<file path="src/rtl/lif_pkg.sv">
// Shared types and arithmetic helpers for the LIF neuron scheduler.
// Latency: none (types, constants and pure functions only).
// Backpressure: not applicable.
package lif_pkg;

  typedef enum logic {
    ST_IDLE = 1'b0,
    ST_SCAN = 1'b1
  } state_t;

  localparam logic [7:0] V_MAX = 8'hFF;

  // Unsigned 8-bit add that clamps at V_MAX instead of wrapping.
  function automatic logic [7:0] sat_add8(input logic [7:0] a, input logic [7:0] b);
    logic [8:0] sum;
    sum = {1'b0, a} + {1'b0, b};
    return sum[8] ? V_MAX : sum[7:0];
  endfunction

  // Leaky decay: subtract v >> shift; shift 0 means the membrane does not leak.
  function automatic logic [7:0] leak(input logic [7:0] v, input logic [2:0] shift);
    return (shift == 3'd0) ? v : (v - (v >> shift));
  endfunction

endpackage

</file>
<file path="src/rtl/spike_fifo.sv">
// First-word-fall-through FIFO for spike events with full/empty status.
// Latency: a push is visible at the head on the cycle after the write edge.
// Backpressure: push is ignored when full unless a pop happens in the same cycle.
module spike_fifo #(
  parameter int DEPTH = 4,
  parameter int WIDTH = 2
) (
  input  logic             clk,
  input  logic             rst_n,
  input  logic             push_vld,
  input  logic [WIDTH-1:0] push_dat,
  input  logic             pop_rdy,
  output logic             head_vld,
  output logic [WIDTH-1:0] head_dat,
  output logic             full
);

  localparam int AW = $clog2(DEPTH);

  logic [WIDTH-1:0] mem [DEPTH];
  logic [AW:0]      wr_ptr;
  logic [AW:0]      rd_ptr;
  logic             empty;
  logic             do_push;
  logic             do_pop;

  // Status flags and the effective push/pop decisions; a pop frees a slot in the same cycle.
  always_comb begin
    empty    = (wr_ptr == rd_ptr);
    full     = (wr_ptr[AW] != rd_ptr[AW]) && (wr_ptr[AW-1:0] == rd_ptr[AW-1:0]);
    do_pop   = pop_rdy && !empty;
    do_push  = push_vld && (!full || do_pop);
    head_vld = !empty;
    head_dat = mem[rd_ptr[AW-1:0]];
  end

  // Pointer and storage update; storage is cleared so the head reads zero after reset.
  always_ff @(posedge clk) begin
    if (!rst_n) begin
      wr_ptr <= '0;
      rd_ptr <= '0;
      for (int i = 0; i < DEPTH; i++) mem[i] <= '0;
    end else begin
      if (do_push) begin
        mem[wr_ptr[AW-1:0]] <= push_dat;
        wr_ptr              <= wr_ptr + 1'b1;
      end
      if (do_pop) rd_ptr <= rd_ptr + 1'b1;
    end
  end

endmodule

</file>
<file path="src/rtl/lif_neuron_scheduler.sv">
// Time-multiplexed leaky-integrate-and-fire engine over N_NEURONS virtual neurons.
// Latency: tick -> neuron k spike at head after k+2 cycles; v_mem one cycle after v_sel.
// Backpressure: syn_ready low during a scan; spikes are dropped and counted when the FIFO is full.
module lif_neuron_scheduler
  import lif_pkg::*;
#(
  parameter int N_NEURONS  = 4,
  parameter int IDX_W      = 2,
  parameter int FIFO_DEPTH = 4,
  parameter int REFRAC     = 3
) (
  input  logic             clk,
  input  logic             rst_n,
  input  logic             tick,
  input  logic             syn_valid,
  output logic             syn_ready,
  input  logic [IDX_W-1:0] syn_idx,
  input  logic [7:0]       syn_weight,
  input  logic [7:0]       cfg_threshold,
  input  logic [2:0]       cfg_leak_shift,
  output logic             spike_valid,
  input  logic             spike_ready,
  output logic [IDX_W-1:0] spike_idx,
  input  logic [IDX_W-1:0] v_sel,
  output logic [7:0]       v_mem,
  output logic             busy,
  output logic [7:0]       drop_cnt
);

  localparam logic [3:0]       REFRAC_V = 4'(REFRAC);
  localparam logic [IDX_W-1:0] LAST_IDX = IDX_W'(N_NEURONS - 1);

  state_t           state;
  state_t           state_nxt;
  logic [IDX_W-1:0] ptr;
  logic             pending_tick;
  logic [7:0]       thr_q;
  logic [2:0]       shift_q;
  logic [7:0]       v    [N_NEURONS];
  logic [3:0]       refr [N_NEURONS];

  logic             syn_fire;
  logic             scan_start;
  logic             scan_last;
  logic [7:0]       v_leaked;
  logic             in_refr;
  logic             fire;
  logic             spike_pop;
  logic             fifo_full;

  // Handshake, scan control and the per-slot leak/threshold decision.
  always_comb begin
    syn_ready  = (state == ST_IDLE);
    busy       = (state == ST_SCAN);
    syn_fire   = syn_valid && syn_ready;
    scan_start = (state == ST_IDLE) && (tick || pending_tick);
    scan_last  = (ptr == LAST_IDX);
    in_refr    = (refr[ptr] != 4'd0);
    v_leaked   = leak(v[ptr], shift_q);
    fire       = busy && !in_refr && (thr_q != 8'd0) && (v_leaked >= thr_q);
    spike_pop  = spike_valid && spike_ready;
  end

  // Next-state logic: a tick (live or remembered) starts a scan, the last slot ends it.
  always_comb begin
    state_nxt = state;
    case (state)
      ST_IDLE: if (scan_start) state_nxt = ST_SCAN;
      ST_SCAN: if (scan_last)  state_nxt = ST_IDLE;
      default: state_nxt = ST_IDLE;
    endcase
  end

  // State register.
  always_ff @(posedge clk) begin
    if (!rst_n) state <= ST_IDLE;
    else        state <= state_nxt;
  end

  // Scan pointer, one-deep tick memory, and config latched when a scan begins.
  always_ff @(posedge clk) begin
    if (!rst_n) begin
      ptr          <= '0;
      pending_tick <= 1'b0;
      thr_q        <= 8'd0;
      shift_q      <= 3'd0;
    end else begin
      if (busy) ptr <= scan_last ? '0 : ptr + 1'b1;
      if (scan_start) begin
        pending_tick <= 1'b0;
        thr_q        <= cfg_threshold;
        shift_q      <= cfg_leak_shift;
      end else if (busy && tick) begin
        pending_tick <= 1'b1;
      end
    end
  end

  // Membrane and refractory register file: synaptic integrate in IDLE, leak/fire in SCAN.
  always_ff @(posedge clk) begin
    if (!rst_n) begin
      for (int i = 0; i < N_NEURONS; i++) begin
        v[i]    <= 8'd0;
        refr[i] <= 4'd0;
      end
    end else if (syn_fire) begin
      if (refr[syn_idx] == 4'd0) v[syn_idx] <= sat_add8(v[syn_idx], syn_weight);
    end else if (busy) begin
      if (in_refr) begin
        refr[ptr] <= refr[ptr] - 4'd1;
        v[ptr]    <= 8'd0;
      end else if (fire) begin
        refr[ptr] <= REFRAC_V;
        v[ptr]    <= 8'd0;
      end else begin
        v[ptr]    <= v_leaked;
      end
    end
  end

  // Registered membrane readback; shows the value held before this edge's write.
  always_ff @(posedge clk) begin
    if (!rst_n) v_mem <= 8'd0;
    else        v_mem <= v[v_sel];
  end

  // Count spikes lost when the FIFO is full and nothing leaves it this cycle.
  always_ff @(posedge clk) begin
    if (!rst_n) drop_cnt <= 8'd0;
    else if (fire && fifo_full && !spike_pop && (drop_cnt != V_MAX)) drop_cnt <= drop_cnt + 8'd1;
  end

  spike_fifo #(
    .DEPTH (FIFO_DEPTH),
    .WIDTH (IDX_W)
  ) u_spike_fifo (
    .clk      (clk),
    .rst_n    (rst_n),
    .push_vld (fire),
    .push_dat (ptr),
    .pop_rdy  (spike_ready),
    .head_vld (spike_valid),
    .head_dat (spike_idx),
    .full     (fifo_full)
  );

endmodule

</file>
<file path="config.mk">
export PLATFORM = sky130hd
export DESIGN_NAME = lif_neuron_scheduler
export DESIGN_NICKNAME = d
export VERILOG_FILES = /design/src/rtl/lif_pkg.sv /design/src/rtl/spike_fifo.sv /design/src/rtl/lif_neuron_scheduler.sv
export SDC_FILE = /design/constraint.sdc
export NUM_CORES = 1
export LEC_CHECK = 0
export CAP_MARGIN = 20
export CORE_MARGIN = 8
export CORE_UTILIZATION = 35
export DETAILED_ROUTE_END_ITERATION = 10
export GPL_ROUTABILITY_DRIVEN = 0
export GPL_TIMING_DRIVEN = 0
export PLACE_DENSITY_LB_ADDON = 0.12
export SETUP_SLACK_MARGIN = 0.1
export SYNTH_ARGS = -nofsm -noshare
export SYNTH_HDL_FRONTEND = slang
export SYNTH_SLANG_ARGS = --single-unit
</file>
<file path="constraint.sdc">
create_clock -name clk -period 5.36 [get_ports clk]
set_input_delay 0.536 -clock clk [delete_from_list [all_inputs] [get_ports clk]]
set_output_delay 0.536 -clock clk [all_outputs]
set_load 0.005 [all_outputs]
</file>
==> impl_metrics.py <==
metrics = {
    "synth": {
        "avgSynthCellArea_sq_um": 9.97,
        "synth_area_leaders": "edfxtp_1, dfxtp_1, mux4_2, ha_1, nor2_1",
        "yosys_warnings": 0,
        "synth-seq-cells": 97,
        "synth_area_leader_cell": "edfxtp_1",
        "synthCells": 572,
        "synth.top_cell.area_share_pct": 29.5,
        "synth_cell_types": 49,
        "synth_edf_count": 56,
        "syn_area_sq_um": 5700,
        "ys_seq_area_share_pct": 43.9,
        "synth_nets": 630,
        "synthFlopType": "edfxtp_1",
        "ys_async_sr_fraction_pct": 0,
    },
    "critical_path": {
        "critical-path-max-stage-delay_ps": 530,
        "r2r_slack_ps": 280,
        "crit_buf_inv": 3,
        "critPathKind": "register to register",
        "arrival_ps": 5290,
        "slowest_stage": "mux4_2",
        "cp_top_family": "compound AO/OA/AOI/OAI gates",
        "required_ps": 5570,
        "cp_cell_sequence": "buf_12 > mux4_2 > buf_4 > mux2_2 > nor2_1 > a211oi_1 > a31oi_1 > ha_1 > o21a_1 > o31a_1 > o21a_1 > o21a_1 > o31ai_4 > ha_1 > nand4_1 > nor2_1 > a211o_1 > o211ai_1 > buf_4 > nand4_1 > o22a_1 > nor2_1",
        "path_max_fanout": 8,
        "cp-start-kind": "register",
        "end_kind": "register",
    },
    "timing": {
        "hold_violations": 0,
        "slew_violations": 0,
        "finalCritPeriodShare_pct": 94.8,
        "fin_crit_ps": 5080,
        "setup_viol": 0,
        "whs_ps": 474,
        "slew_headroom_pct": 27.4,
        "fin_ws_ps": 277,
        "rsz0062_at_grt": "yes",
        "max_freq_mhz": 197,
        "fin_skew_ps": 6.60,
        "worstMarginPinSlew_ps": 1080,
    },
    "clock_tree": {
        "h-tree-depth": 3,
        "clkTransAtPathRegs_ps": 70,
        "cts.sinks": 97,
        "root_buffer": "clkbuf_16",
        "cts_tree": "yes",
        "clk_path_buf_depth": 2,
        "worst_skew_pair.late_latency_ps": 360,
        "cts_made_buffers": 9,
        "postCtsHoldBufs": 0,
    },
    "layout": {
        "multi_input_area_sq_um": 3070,
        "drive_gt1_share_pct": 16.7,
        "fillers": 1559,
        "area_delta_synth_final_pct": 22.6,
        "n_antenna_cell": 0,
        "final_cells": 862,
        "nets": 699,
        "regArea_sq_um": 2510,
    },
    "die": {
        "die_h_um": 144,
        "dieArea_sq_um": 20600,
        "ios": 49,
        "start_util_pct": 35.9,
        "row_count": 46,
        "die_w_um": 144,
        "core_area_sq_um": 15900,
    },
    "drt": {
        "drtIter0Drc": 225,
        "vias_per_cell": 5.23,
        "ant_nets": 0,
        "drcViolationCount": 0,
        "wl_per_cell_um": 17.5,
        "first_pass_iters": 4,
        "routed_wl_mm": 15.1,
        "vias": 4506,
    },
    "pwr": {
        "power.static_leakage_nw": 2.62,
        "powerDensity_nw_per_um2": 295,
        "irDropWorstVdd_mv": 0.169,
        "power_mw": 2.07,
    },
    "global_routing": {
        "grt_pass1_vias": 4602,
        "grt.total_usage_pct": 15.3,
        "grt_max_degree": 18,
        "antenna_found_initial": 0,
        "globalRouteOverflowTotal": 0,
        "grt_pass1_wl_mm": 23.9,
    },
    "status": {
        "run_status": "complete, no violations",
    },
    "placed_design": {
        "dp_hpwl_mm": 11.3,
        "port_buffers": 46,
        "pre_cts_slack_ps": -989,
        "dp.cells": 834,
    },
    "flow_run": {
        "drv_cap": 0,
    },
    "min_path": {
        "hold_class": "register to register",
    },
}
worst min-delay path, delay by kind of cell, from the launching register on:
family	cells	cell delay, ps
DFF	1	320
and+or+nand+nor	1	60
AOI/OAI and AO/OA	1	50
timing repair:
| action | in CTS | in global routing |
|---|---|---|
| gates resized for setup | 23 | 39 |
| endpoints found under the setup margin | 83 | 79 |
| buffers inserted | 8 | 5 |
| pin swaps | 6 | 30 |
cells by family (layout without fill, tap and decap cells):
group	Yosys count	in the layout	share of synthesized area [%]
buf+inv	71	145	5.07
mux	40	40	13.2
fa+ha+maj	30	30	6.84
compound gates	109	109	11.5
simple gates	204	204	16.3
flops	97	97	43.9
xor+xnor	21	21	3.22
metal layers:
metal	up-vias	track usage [%]	routed length [um]
li1	2194	-	-
met1	2179	17.6	6310
met2	96	26.8	7630
met3	37	2.52	634
met4	0	7.86	546
met5	-	0	0
report_power, final:
part | internal, mW | total [mW] | switching, mW
logic | 0.269 | 0.596 | 0.327
registers | 0.833 | 0.860 | 0.0270
clock network | 0.317 | 0.609 | 0.293
Yosys cell counts (7+ instances only):
master	instances
xor2_1	12
nor2_1	74
edfxtp_1	56
nor3_1	12
ha_1	28
and2_1	10
mux2i_1	10
nand3_1	7
inv_1	44
mux4_2	28
nor4_1	9
nand2_1	59
a21oi_1	43
xnor2_1	9
o21ai_0	25
dfxtp_1	41
nand2b_1	9
clkbuf_1	15
flip-flops by register name (all words and copies together), names as in the netlist, 2 cells and up, named ones only:
name	flops
v	32
refr	16
drop_cnt	8
thr_q	8
u_spike_fifo.mem	8
v_mem	8
shift_q	3
u_spike_fifo.rd_ptr	3
u_spike_fifo.wr_ptr	3
ptr	2
through the flow:
| step | instance area [sq um] | util [%] | TNS [ps] |
|---|---|---|---|
| floorplan | 5700 | - | 0 |
| global placement | 6430 | 40.5 | -60650 |
| detailed placement | 6430 | 40.5 | -65050 |
| CTS | 6830 | 43.0 | 0 |
| global route | 6990 | 44.0 | -3.80 |
| finish | 6990 | 44.0 | 0 |
cells in the final DEF, fill, tap and decap left out, types with 10 or more instances in the layout:
master / netlist / final
a21oi_1: 43 / 34
mux4_2: 28 / 28
o21ai_0: 25 / 15
buf_4: 0 / 14
nor2_1: 74 / 73
ha_1: 28 / 26
nor3_1: 12 / 10
edfxtp_1: 56 / 56
clkdlybuf4s50_1: 0 / 46
dfxtp_1: 41 / 40
and2_1: 10 / 10
xor2_1: 12 / 12
nand2_1: 59 / 57
clkbuf_1: 15 / 12
inv_1: 44 / 43
mux2i_1: 10 / 10
final timing paths:
| kind | startpoint | end | cells after the start |
|---|---|---|---|
| hold reg to reg | thr_q[7]$_SDFFE_PN0P_ | thr_q[7]$_SDFFE_PN0P_ | 2 |
| hold / removal | thr_q[7]$_SDFFE_PN0P_ | thr_q[7]$_SDFFE_PN0P_ | 2 |
| setup reg to reg | register | v[2][7]$_SDFFCE_PN0P_ | 22 |
| setup / recovery | register | v[2][7]$_SDFFCE_PN0P_ | 22 |
area by class of cell:
cell class	instances	share of cell area (%)
Timing Repair Buffer	59	8.03
Inverter	44	2.36
Multi-Input combinational cell	404	43.9
Clock buffer	10	3.27
Clock inverter	6	0.626
Tap cell	216	3.86
Buffer	26	2.08
Sequential cell	97	35.8
(Power assumes the default switching activity.)
